## config.mk

```make
export PLATFORM = sky130hd
export DESIGN_NAME = simd_multiplier
export DESIGN_NICKNAME = d
export VERILOG_FILES = /design/src/rtl/simd_multiplier.sv
export SDC_FILE = /design/constraint.sdc
export NUM_CORES = 1
export LEC_CHECK = 0
export ABC_AREA = 1
export BUFFER_PORTS_ARGS = -buffer_cell sky130_fd_sc_hd__buf_2
export CAP_MARGIN = 20
export CORE_ASPECT_RATIO = 1.5
export CORE_MARGIN = 5
export CORE_UTILIZATION = 40
export CTS_CLUSTER_DIAMETER = 200
export DETAILED_ROUTE_END_ITERATION = 10
export HOLD_SLACK_MARGIN = 0.05
export PLACE_DENSITY = 0.64
export SYNTH_ARGS = -nofsm -noshare
export SYNTH_HDL_FRONTEND = slang
export SYNTH_SLANG_ARGS = --single-unit
```

## constraint.sdc

```tcl
create_clock -name CLK -period 11.2 [get_ports CLK]
set_clock_uncertainty 0.05 [all_clocks]
set_input_delay 1.68 -clock CLK [delete_from_list [all_inputs] [get_ports CLK]]
set_output_delay 1.68 -clock CLK [all_outputs]
set_load 0.005 [all_outputs]
```

## src/rtl/simd_multiplier.sv

```systemverilog
// simd_multiplier: 2-stage packed SIMD multiplier, 2/4/8-bit lanes selected per transaction.
// Define SIMD_MULT_SIGNED_EN to add the sgn port for two's-complement lanes.
module simd_multiplier #(
  parameter int WIDTH = 8
) (
  input  logic               CLK,
  input  logic               nrst,
  input  logic [WIDTH-1:0]   a,
  input  logic [WIDTH-1:0]   b,
  input  logic [1:0]         mode,
`ifdef SIMD_MULT_SIGNED_EN
  input  logic               sgn,
`endif
  input  logic               in_valid,
  output logic               in_ready,
  output logic [2*WIDTH-1:0] result,
  output logic [1:0]         out_mode,
  output logic               out_valid,
  input  logic               out_ready
);
  localparam int NB = WIDTH / 8;
  logic               s_in;
  logic [NB*64-1:0]   pp_q, pp_d;
  logic [2*WIDTH-1:0] corr_q, corr_d, res_q, res_d;
  logic [1:0]         mode1_q, mode1_d, mode2_q, mode2_d;
  logic               v1_q, v1_d, v2_q, v2_d, adv2, accept;
`ifdef SIMD_MULT_SIGNED_EN
  assign s_in = sgn;
`else
  assign s_in = 1'b0;
`endif
  // Signed lane product = unsigned product - (sa ? B<<L : 0) - (sb ? A<<L : 0), lane-local mod 2^2L
  function automatic logic [2*WIDTH-1:0] corr(input logic [WIDTH-1:0] x, input logic [WIDTH-1:0] y, input int l);
    logic [WIDTH-1:0]   xw, yw;
    logic [15:0]        xa, ya, s;
    logic [2*WIDTH-1:0] c;
    c = '0;
    for (int i = 0; i < WIDTH / 2; i++) begin
      if (i < WIDTH / l) begin
        xw = x >> (i * l);
        yw = y >> (i * l);
        xa = 16'(xw[7:0]) & ((16'd1 << l) - 16'd1);
        ya = 16'(yw[7:0]) & ((16'd1 << l) - 16'd1);
        s = 16'd0 - ((xw[l-1] ? ya : 16'd0) + (yw[l-1] ? xa : 16'd0));
        s = (s << l) & ((16'd1 << (2 * l)) - 16'd1);
        c = c | ((2*WIDTH)'(s) << (i * 2 * l));
      end
    end
    return c;
  endfunction
  assign adv2     = !v2_q || out_ready;
  assign in_ready = !v1_q || !v2_q || out_ready;
  assign accept   = in_valid && in_ready;
  always_comb begin
    pp_d    = pp_q;
    corr_d  = corr_q;
    mode1_d = accept ? mode : mode1_q;
    v1_d    = in_ready ? accept : v1_q;
    if (accept) begin
      for (int k = 0; k < NB; k++)
        for (int i = 0; i < 4; i++)
          for (int j = 0; j < 4; j++)
            pp_d[((k*4+i)*4+j)*4 +: 4] = 4'(a[k*8+i*2 +: 2]) * 4'(b[k*8+j*2 +: 2]);
      corr_d = !s_in ? '0 : mode[1] ? corr(a, b, 8) : mode[0] ? corr(a, b, 4) : corr(a, b, 2);
    end
  end
  always_comb begin
    logic [15:0] p2, p4, p8, t;
    p2      = '0;
    p4      = '0;
    p8      = '0;
    t       = '0;
    res_d   = res_q;
    mode2_d = (adv2 && v1_q) ? mode1_q : mode2_q;
    v2_d    = adv2 ? v1_q : v2_q;
    if (adv2 && v1_q) begin
      for (int k = 0; k < NB; k++) begin
        p2 = '0;
        p4 = '0;
        p8 = '0;
        // Lane products never exceed their 2L-bit field, so shared accumulators stay lane-clean
        for (int i = 0; i < 4; i++)
          for (int j = 0; j < 4; j++) begin
            t  = 16'(pp_q[((k*4+i)*4+j)*4 +: 4]) << (2 * (i + j));
            p8 = p8 + t;
            p4 = (i / 2 == j / 2) ? p4 + t : p4;
            p2 = (i == j) ? p2 + t : p2;
          end
        for (int h = 0; h < 4; h++) p2[h*4 +: 4] = p2[h*4 +: 4] + corr_q[k*16+h*4 +: 4];
        for (int h = 0; h < 2; h++) p4[h*8 +: 8] = p4[h*8 +: 8] + corr_q[k*16+h*8 +: 8];
        p8 = p8 + corr_q[k*16 +: 16];
        res_d[k*16 +: 16] = mode1_q[1] ? p8 : mode1_q[0] ? p4 : p2;
      end
    end
  end
  always_ff @(posedge CLK or negedge nrst) begin
    if (!nrst) begin
      pp_q    <= '0;
      corr_q  <= '0;
      mode1_q <= '0;
      v1_q    <= 1'b0;
      res_q   <= '0;
      mode2_q <= '0;
      v2_q    <= 1'b0;
    end else begin
      pp_q    <= pp_d;
      corr_q  <= corr_d;
      mode1_q <= mode1_d;
      v1_q    <= v1_d;
      res_q   <= res_d;
      mode2_q <= mode2_d;
      v2_q    <= v2_d;
    end
  end
  assign result    = res_q;
  assign out_mode  = mode2_q;
  assign out_valid = v2_q;
endmodule

```

==> results.py, run 1 <==
metrics = {
    "power": {
        "internal_power_mw": 0.7597,
        "switching_power_mw": 0.4906,
        "powerDensity_mw_per_mm2": 177.1,
        "clkPwrFrac_pct": 25.3,
        "power_frac_seq_pct": 31.9,
        "worst_ir_drop_vdd_uv": 100.7,
        "p_comb_share_pct": 42.8,
        "leakage_nw": 4.266,
        "switching_share_pct": 39.24,
    },
    "grt": {
        "grt_max_degree": 78,
        "grt_pass1_vias": 4920,
        "grt.overflow.total": 0,
        "grt_usage_pct": 16.88,
        "antenna_found_initial": 0,
        "grt_pass1_wl_mm": 24.89,
    },
    "setup_path": {
        "timing.rr.end": "result[13]$_DFFE_PN0P_",
        "cp.arrival_ps": 5090,
        "crit_type": "register to register",
        "r2r_slack_ps": 6340,
        "setup.worst_path.start_class": "register",
        "reg2reg_from": "pp_q[3]$_DFFE_PN0P_",
        "cp_max_fo": 7,
        "max_stage_delay_ps": 490,
        "critical_path.top_delay_family": "adder cells",
        "rr_worst_depth": 22,
        "cp_cell_sequence": "ha_1, a21oi_1, or2_2, xor2_1, inv_1, fa_1, nand2_1, a21boi_0, fa_1, inv_1, fa_1, inv_1, fa_1, ha_1, nand2_1, nor2_1, nand2_1, nand3_2, nand2_1, nand3b_1, nand3_1, a21oi_2",
        "slowest_stage": "fa_1",
        "end_kind": "register",
        "critPathRequiredTime_ps": 11420,
        "cp.buffers_inverters": 3,
    },
    "synth": {
        "syn-num-nets": 922,
        "synth_top_area_share_pct": 33.48,
        "yosysMostFrequentCell": "nand2_1",
        "async_flop_share_pct": 100.0,
        "synthCells": 781,
        "synth_compound_gate_area_share_pct": 5.819,
        "synth_area_leaders": "dfrtp_1, nand2_1, ha_1, fa_1, inv_1",
        "avgSynthCellArea_um2": 8.231,
        "synth_flop_cell": "dfrtp_1",
        "synth_top_area_cell": "dfrtp_1",
        "synth_common_cells": "nand2_1, inv_1, dfrtp_1",
        "synth-xor-area-share_pct": 1.499,
        "synth_enable_flop_cells": 0,
        "synth_warnings": 0,
        "synth.area.mux_share_pct": 0,
        "synth_seq_cells": 86,
        "synth-simple-area-share_pct": 21.93,
        "ys_types": 36,
        "synth-adder-area-share_pct": 28.07,
        "seq_area_frac_synth_pct": 33.48,
        "netlist_area_mm2": 0.006429,
        "synth_top_family_by_area": "adder cells",
    },
    "floorplanning": {
        "core_area_mm2": 0.01570,
        "fp.dieH_um": 165.3,
        "die_w_um": 113.5,
        "pin_count": 42,
        "initial_core_util_pct": 40.96,
        "die-area_mm2": 0.01876,
        "placementRows": 56,
    },
    "timing": {
        "max_slew_margin_pct": 35.95,
        "hold_violations": 0,
        "rsz0062_at_grt": "false",
        "setup_viol": 0,
        "worst_pin_slew_ps": 960.8,
        "finalMaxSlewViolations": 0,
        "fin_crit_ps": 4864,
        "fmax_mhz": 205.6,
        "fin_crit_sh_pct": 43.42,
        "setup-tns-final_ps": 0,
        "holdWs_ps": 421.5,
        "setup_ws_ps": 6336,
    },
    "drt": {
        "drt_iter0_drc": 258,
        "vias": 4847,
        "viasPerCell": 4.799,
        "postRouteAntennaNets": 0,
        "totalWireLength_mm": 14.82,
        "wl_per_cell_um": 14.68,
        "first_pass_iters": 4,
        "drc_errors": 0,
    },
    "hold_path": {
        "hold_start": "pp_q[1]$_DFFE_PN0P_",
        "hold_depth": 2,
        "hp-class": "register to register",
        "worstHoldEndpoint": "result[1]$_DFFE_PN0P_",
    },
    "placed_design": {
        "dp_slack_ps": 6350,
        "placed_area_mm2": 0.006749,
        "place.gp.congestion": 0.8553,
        "dp_hpwl_mm": 11.27,
        "port_buffers": 41,
    },
    "layout": {
        "num_antenna_cells": 0,
        "num-fill-cells": 1594,
        "areaGrowthSynthToFinish_pct": 9.809,
        "post-route-util_pct": 44.98,
        "postLayoutCellArea_mm2": 0.007059,
        "layout-drive-gt1-share_pct": 9.046,
        "layout.nets": 943,
    },
    "status": {
        "status": "complete, no violations",
    },
    "clocking": {
        "cts-resized-gates": 0,
        "root_buffer": "clkbuf_16",
        "clock-sinks": 86,
        "clk_pin_slew_ps": 70,
        "cts_max_path_buffers": 2,
        "cts_setup_buffers": 0,
        "clock_latency_ps": 340,
        "cts_tree": "built",
        "holdBufCountCts": 0,
        "cts_buffers": 9,
        "cts_max_level": 3,
    },
    "run": {
        "drv_cap": 0,
    },
}
-- power groups by stage --
stage          sequential [mW]  combinational (mW)  clock (mW)
2_1_floorplan            0.397               0.403           0
3_3_place_gp             0.403               0.530           0
3_5_place_dp             0.405               0.536           0
4_1_cts                  0.399               0.542       0.322
5_1_grt                  0.405               0.626       0.336
6_report                 0.398               0.535       0.316
-- placed cells by master (no fill, tap or decap), types with 2 or more instances in the layout --
cell type	netlist	layout
nand2_1	286	286
inv_1	112	112
dfrtp_1	86	86
ha_1	77	77
fa_1	42	42
buf_2	11	40
nand3_1	36	36
o21ai_0	26	26
a21oi_1	25	25
nor2_1	13	13
clkbuf_16	0	9
xor2_1	8	8
inv_2	4	4
xnor2_1	3	3
nor2_4	3	3
o211ai_1	3	3
a22oi_1	3	3
buf_4	5	3
or2_2	2	2
nor2_2	2	2
nand3b_1	2	2
a21oi_2	2	2
clkinvlp_4	0	2
clkbuf_8	0	2
-- per-layer routing --
metal | track usage [%] | wire length [um] | vias up
li1 | - | - | 2459
met1 | 21.13 | 6488 | 2303
met2 | 29.57 | 7586 | 65
met3 | 2.370 | 376 | 20
met4 | 6.069 | 374 | 0
met5 | 0 | 0 | -
-- worst reg2reg max path: cells and delay by family (launching register included) --
kind            cells  cell delay [ps]
compound gates      3              310
simple gates        9             1020
flops               1              430
buf+inv             3              220
fa+ha+maj           6             2570
xor+xnor            1              210
-- layout make-up --
cell class | count | area, um2 | share of cell area, %
repair buffers | 43 | 222.7 | 3.155
inverters | 116 | 435.4 | 6.168
multi-input cells | 546 | 3685 | 52.20
flip-flops and latches | 86 | 2152 | 30.49
well taps | 203 | 254.0 | 3.598
clock inverters | 4 | 53.80 | 0.7621
clock buffers | 12 | 256.5 | 3.633
-- metrics by stage --
stage,instances,total power [mW]
floorplan,781,0.7998
global placement,994,0.9336
detailed placement,994,0.9406
CTS,1010,1.263
global route,1010,1.368
finish,1010,1.250
-- flip-flops by register name, indices dropped and copies added (netlist names) --
register	count
out_mode	2
mode1_q	2
pp_q	64
v1_q	1
result	16
out_valid	1
-- cells by family (layout without fill, tap and decap cells) --
| group | after synthesis | count (layout) |
|---|---|---|
| DFF | 86 | 86 |
| adders and majority gates | 119 | 119 |
| buffers and inverters | 149 | 175 |
| and+or+nand+nor | 349 | 349 |
| xor gates and xnor gates | 11 | 11 |
| AOI/OAI and AO/OA | 67 | 67 |
-- worst max path at each step --
| stage | cells after the start | end | startpoint | slack (ps) |
|---|---|---|---|---|
| floorplan | 23 | result[15]$_DFFE_PN0P_ | pp_q[2]$_DFFE_PN0P_ | 6680 |
| CTS | 22 | result[13]$_DFFE_PN0P_ | pp_q[2]$_DFFE_PN0P_ | 6340 |
| detailed placement | 22 | result[13]$_DFFE_PN0P_ | pp_q[2]$_DFFE_PN0P_ | 6350 |
| global placement | 23 | result[15]$_DFFE_PN0P_ | pp_q[2]$_DFFE_PN0P_ | 6430 |
| global route | 22 | result[13]$_DFFE_PN0P_ | pp_q[2]$_DFFE_PN0P_ | 6040 |
| finish | 22 | result[13]$_DFFE_PN0P_ | pp_q[3]$_DFFE_PN0P_ | 6340 |
No activity file was read; power rests on OpenSTA's default activity.
==> run 2: changes to the inputs <==
PLACE_DENSITY = 0.66   (was 0.64)
clock period = 4.4 ns   (was 11.2 ns; I/O delays follow)
==> run 2 against run 1 <==
- the run now ends with negative setup slack left
- sequential share of layout area down 1.3 points
- maximum frequency up 8.4%
- core utilization up 1.9 points
- count of clock-buffer cells in the layout down 2
- worst setup slack worse by 6400 ps
- first-iteration DRC count up 33%
- routed wire length up 0.79%
- hold slack worse by 78 ps
- clock power rose to 2.7 times the previous value
- register-to-register slack worse by 6400 ps
- power rose to 2.8 times the previous value
- final cell count up 2.2%
==> results.py, run 2 (synthesis results as in run 1) <==
metrics = {
    "hold_path": {
        "hp-class": "input port to asynchronous set/reset pin",
    },
    "floorplanning": {
        "fp.dieH_um": 165.3,
        "initial_core_util_pct": 40.96,
        "die-area_mm2": 0.01876,
        "core_area_mm2": 0.01570,
        "die_w_um": 113.5,
        "placementRows": 56,
        "pin_count": 42,
    },
    "setup_path": {
        "critPathRequiredTime_ps": 4640,
        "slowest_stage": "fa_1",
        "endpoint": "result[15]$_DFFE_PN0P_",
        "cp.arrival_ps": 4720,
        "crit_type": "register to register",
        "rr_worst_depth": 23,
        "cp_cell_sequence": "ha_4, fa_2, xor2_2, ha_2, fa_2, nand2_1, a21boi_2, fa_1, inv_1, fa_1, inv_1, fa_1, ha_4, nand2_2, nor2_2, nand2_1, nand3_2, nand2_1, nand3_2, nand3_2, nand2_1, nand2_1, nand2_1",
        "crit_start": "pp_q[4]$_DFFE_PN0P_",
        "cp_common_cell": "nand2_1",
        "setup.worst_path.start_class": "register",
        "max_stage_delay_ps": 480,
        "end_kind": "register",
        "reg2reg_from": "pp_q[4]$_DFFE_PN0P_",
        "r2r_slack_ps": -90,
        "timing.rr.end": "result[15]$_DFFE_PN0P_",
        "cp_max_fo": 6,
    },
    "drt": {
        "wl_per_cell_um": 14.48,
        "viasPerCell": 4.804,
        "vias": 4958,
        "first_pass_iters": 4,
        "postRouteAntennaNets": 0,
        "drc_errors": 0,
        "totalWireLength_mm": 14.94,
        "drt_iter0_drc": 342,
    },
    "power": {
        "power_mw": 3.552,
        "powerDensity_mw_per_mm2": 482.5,
        "worst_ir_drop_vdd_uv": 257.5,
        "leakage_nw": 4.406,
    },
    "timing": {
        "hold_violations": 0,
        "holdWs_ps": 343.1,
        "worst_pin_slew_ps": 946.3,
        "fin_crit_ps": 4486,
        "finalMaxSlewViolations": 0,
        "rsz0062_at_grt": "true",
        "fin_crit_sh_pct": 101.9,
        "max_slew_margin_pct": 36.91,
        "fmax_mhz": 222.9,
        "setup_ws_ps": -85.59,
        "setup_viol": 3,
    },
    "clocking": {
        "root_buffer": "clkbuf_16",
        "cts_buffers": 9,
        "clock_latency_ps": 340,
        "clock-sinks": 86,
        "holdBufCountCts": 0,
        "cts_max_path_buffers": 2,
        "clk_pin_slew_ps": 70,
        "cts_tree": "built",
        "cts_max_level": 3,
    },
    "layout": {
        "final_common_cell": "nand2_1",
        "layout.nets": 965,
        "num-fill-cells": 1543,
        "seq_area_mm2": 0.002152,
        "regMostFlops": "pp_q",
        "final_cells": 1032,
        "areaGrowthSynthToFinish_pct": 14.54,
        "layout-drive-gt1-share_pct": 14.35,
        "largest_reg_flops": 64,
        "layout_common_cells": "nand2_1, inv_1, dfrtp_1",
        "num_antenna_cells": 0,
        "multi_input_area_mm2": 0.003811,
    },
    "status": {
        "violations": "negative setup slack",
        "status": "finished, violations left",
    },
    "grt": {
        "grt_usage_pct": 17.02,
        "grt_pass1_wl_mm": 25.06,
        "grt_max_degree": 78,
        "grt.overflow.total": 0,
        "grt_pass1_vias": 5001,
        "antenna_found_initial": 0,
    },
    "run": {
        "drv_cap": 0,
    },
    "placed_design": {
        "port_buffers": 41,
        "place_inst": 1008,
        "dp_hpwl_mm": 11.24,
        "place.gp.congestion": 0.8130,
    },
}
[run 2: where the power goes]
part,internal [mW],switching (mW)
logic,0.764,0.930
clock network,0.503,0.340
registers,0.915,0.100
[run 2: cell type report]
type | count | share of cell area (%)
Clock buffer | 10 | 3.110
Clock inverter | 6 | 1.274
Inverter | 116 | 5.913
Multi-Input combinational cell | 546 | 51.76
Sequential cell | 86 | 29.23
Tap cell | 203 | 3.449
Timing Repair Buffer | 65 | 5.268
[run 2: worst min path at each step]
stage | endpoint | slack, ps | from | cells past startpoint
2_1_floorplan | mode1_q[0]$_DFFE_PN0P_ | 310 | nrst | 0
5_1_grt | pp_q[44]$_DFFE_PN0P_ | 430 | nrst | 1
3_3_place_gp | result[1]$_DFFE_PN0P_ | 400 | pp_q[1]$_DFFE_PN0P_ | 2
3_5_place_dp | out_mode[1]$_DFFE_PN0P_ | 410 | out_mode[1]$_DFFE_PN0P_ | 2
6_report | pp_q[44]$_DFFE_PN0P_ | 340 | nrst | 1
4_1_cts | pp_q[31]$_DFFE_PN0P_ | 370 | nrst | 1
[run 2: timing repair]
| action | 4_1_cts | 5_1_grt |
|---|---|---|
| setup buffers | 5 | 3 |
| pin swaps | 9 | 8 |
| gates resized for setup | 16 | 11 |
| hold endpoints to repair | 0 | 0 |
| setup endpoints to repair | 7 | 8 |
[run 2: stage by stage]
stage | setup TNS [ps] | cell area [um2] | setup slack, ps | utilization (%)
after detailed placement | -1480 | 6869 | -298.9 | 43.77
after global placement | -734.6 | 6869 | -182.4 | 43.77
after floorplan | 0 | 6444 | 15.51 | -
final | -153.6 | 7363 | -85.59 | 46.91
after CTS | -202.2 | 7286 | -92.83 | 46.42
after global routing | -1304 | 7363 | -282.2 | 46.91
[run 2: layer usage]
| metal | global-route usage (%) | wire (um) | vias to the layer above | share of wire (%) |
|---|---|---|---|---|
| met3 | 3.062 | 485 | 20 | 3.2 |
| met4 | 6.014 | 390 | 0 | 2.6 |
| met1 | 20.51 | 6400 | 2354 | 43 |
| met2 | 30.32 | 7664 | 83 | 51 |
| li1 | - | - | 2501 | - |
| met5 | 0 | 0 | - | 0 |
[run 2: worst max-delay path, delay by kind of cell (launching register included)]
kind | cells | cell delay (ps)
adders and majority gates | 8 | 2850
AOI/OAI and AO/OA | 1 | 70
and+or+nand+nor | 11 | 800
xor gates and xnor gates | 1 | 160
buffers and inverters | 2 | 100
DFF | 1 | 410
==> run 3: changes to the inputs <==
MAX_ROUTING_LAYER = met4   (was not set)
==> run 3 against run 2 <==
- die area stayed put
- critical endpoint unchanged
- first-iteration DRC count is 2.9% higher
- sequential power hardly changed
- non-clock buffer count stayed put
- via count is 0.42% lower
- highest routed layer unchanged
- critical path type unchanged
- the flow still finishes with violations (negative setup slack)
- hold slack worse by 1.2 ps
- sequential cell count stayed put
==> results.py, run 3 (synthesis results as in run 1) <==
metrics = {
    "drt": {
        "drc_errors": 0,
        "wl_per_cell_um": 14.50,
        "totalWireLength_mm": 14.96,
        "viasPerCell": 4.784,
        "postRouteAntennaNets": 0,
        "vias": 4937,
        "drt_iter0_drc": 352,
        "first_pass_iters": 4,
    },
    "timing": {
        "fmax_mhz": 222.8,
        "worst_pin_slew_ps": 937.8,
        "fin_crit_sh_pct": 102.0,
        "max_slew_margin_pct": 37.48,
        "setup_viol": 3,
        "hold_violations": 0,
        "rsz0062_at_grt": "true",
        "fin_crit_ps": 4487,
        "finalMaxSlewViolations": 0,
        "setup_ws_ps": -87.42,
        "setup-tns-final_ps": -157.4,
    },
    "grt": {
        "grt_pass1_vias": 4992,
        "grt_max_degree": 78,
        "grt_usage_pct": 17.49,
        "grt.overflow.total": 0,
        "antenna_found_initial": 0,
        "grt_pass1_wl_mm": 25.05,
    },
    "clocking": {
        "cts_max_level": 3,
        "cts_buffers": 9,
        "clk_pin_slew_ps": 70,
        "cts_tree": "built",
        "clock-sinks": 86,
        "root_buffer": "clkbuf_16",
        "clock_latency_ps": 350,
        "cts_max_path_buffers": 2,
    },
    "power": {
        "worst_ir_drop_vdd_uv": 257.3,
        "switching_share_pct": 38.55,
        "clkPwrFrac_pct": 23.8,
        "switching_power_mw": 1.369,
        "power_frac_seq_pct": 28.6,
        "leakage_nw": 4.406,
        "powerDensity_mw_per_mm2": 482.2,
        "internal_power_mw": 2.182,
        "p_comb_share_pct": 47.7,
    },
    "run": {
        "drv_cap": 0,
    },
    "layout": {
        "num_antenna_cells": 0,
        "regMostFlops": "pp_q",
        "layout-drive-gt1-share_pct": 14.35,
        "layout.nets": 965,
        "areaGrowthSynthToFinish_pct": 14.54,
        "post-route-util_pct": 46.91,
        "largest_reg_flops": 64,
        "final_common_cell": "nand2_1",
        "layout_common_cells": "nand2_1, inv_1, dfrtp_1",
    },
    "setup_path": {
        "crit_type": "register to register",
        "rr_worst_depth": 23,
        "slowest_stage": "fa_1",
        "cp.arrival_ps": 4730,
        "cp_common_cell": "nand2_1",
        "end_kind": "register",
        "max_stage_delay_ps": 480,
        "cp_max_fo": 6,
        "cp_cell_sequence": "ha_4, fa_2, xor2_2, ha_2, fa_2, nand2_1, a21boi_2, fa_1, inv_1, fa_1, inv_1, fa_1, ha_4, nand2_2, nor2_2, nand2_1, nand3_2, nand2_1, nand3_2, nand3_2, nand2_1, nand2_1, nand2_1",
        "critPathRequiredTime_ps": 4640,
        "r2r_slack_ps": -90,
        "setup.worst_path.start_class": "register",
    },
    "placed_design": {
        "port_buffers": 41,
        "place.gp.congestion": 0.8251,
        "dp_slack_ps": -298.9,
        "dp_hpwl_mm": 11.24,
    },
    "floorplanning": {
        "core_area_mm2": 0.01570,
        "die-area_mm2": 0.01876,
        "die_w_um": 113.5,
        "fp.dieH_um": 165.3,
        "initial_core_util_pct": 40.96,
        "placementRows": 56,
        "pin_count": 42,
    },
    "status": {
        "status": "finished, violations left",
        "violations": "negative setup slack",
    },
    "hold_path": {
        "hp-class": "input port to asynchronous set/reset pin",
    },
}
[run 3: cell counts in the layout (fill, tap and decap cells not counted)]
Identical to the previous run, type by type.
[run 3: critical path, delay by kind of cell (launching register included)]
kind | cells | cell delay, ps
AO/OA/AOI/OAI | 1 | 60
XOR/XNOR | 1 | 160
adder cells (fa/ha/maj) | 8 | 2850
buffers and inverters | 2 | 100
flip-flops | 1 | 410
AND/OR/NAND/NOR | 11 | 800
[run 3: per-stage QoR]
stage	instance area, um2	instances	power [mW]	hold WS, ps
5_1_grt	7363	1032	3.853	427.4
2_1_floorplan	6444	781	2.075	314.4
3_5_place_dp	6869	1008	2.540	412.5
6_report	7363	1032	3.551	341.9
3_3_place_gp	6869	1008	2.524	400.6
4_1_cts	7286	1029	3.535	373.7
[run 3: worst paths after layout]
| path | to | from |
|---|---|---|
| worst max-delay path | result[15]$_DFFE_PN0P_ | pp_q[2]$_DFFE_PN0P_ |
| worst max register to register | result[15]$_DFFE_PN0P_ | pp_q[2]$_DFFE_PN0P_ |
| worst min register to register | out_mode[1]$_DFFE_PN0P_ | out_mode[1]$_DFFE_PN0P_ |
| min in group CLK | out_mode[1]$_DFFE_PN0P_ | out_mode[1]$_DFFE_PN0P_ |
| worst min-delay path | pp_q[44]$_DFFE_PN0P_ | nrst |
| max in group asynchronous | result[4]$_DFFE_PN0P_ | nrst |
[run 3: power by group through the flow]
stage	clock (mW)	combinational [mW]	sequential, mW
after detailed placement	0	1.51	1.03
final	0.844	1.69	1.01
after CTS	0.860	1.66	1.01
after floorplan	0	1.06	1.01
after global placement	0	1.50	1.02
after global routing	0.890	1.93	1.03
[run 3: what timing repair did]
item	CTS	global route
buffers inserted	5	3
hold buffers	0	0
resized for setup	16	11
pin swaps	9	8
setup endpoints to repair	7	8
[run 3: layout make-up]
cell class / count / area [um2]
inverter: 116 / 435.4
fill: 1543 / 8332
tap: 203 / 254.0
sequential: 86 / 2152
clock buffer: 10 / 229.0
multi-input combinational: 546 / 3811
timing repair buffer: 65 / 387.9
clock inverter: 6 / 93.84
[run 3: routing by layer]
metal | vias up | global-route usage, % | share of wire (%)
li1 | 2500 | - | -
met3 | 20 | 3.062 | 3.4
met2 | 83 | 30.32 | 51
met4 | 0 | 6.014 | 2.6
met1 | 2334 | 20.44 | 43
met5 | - | - | 0
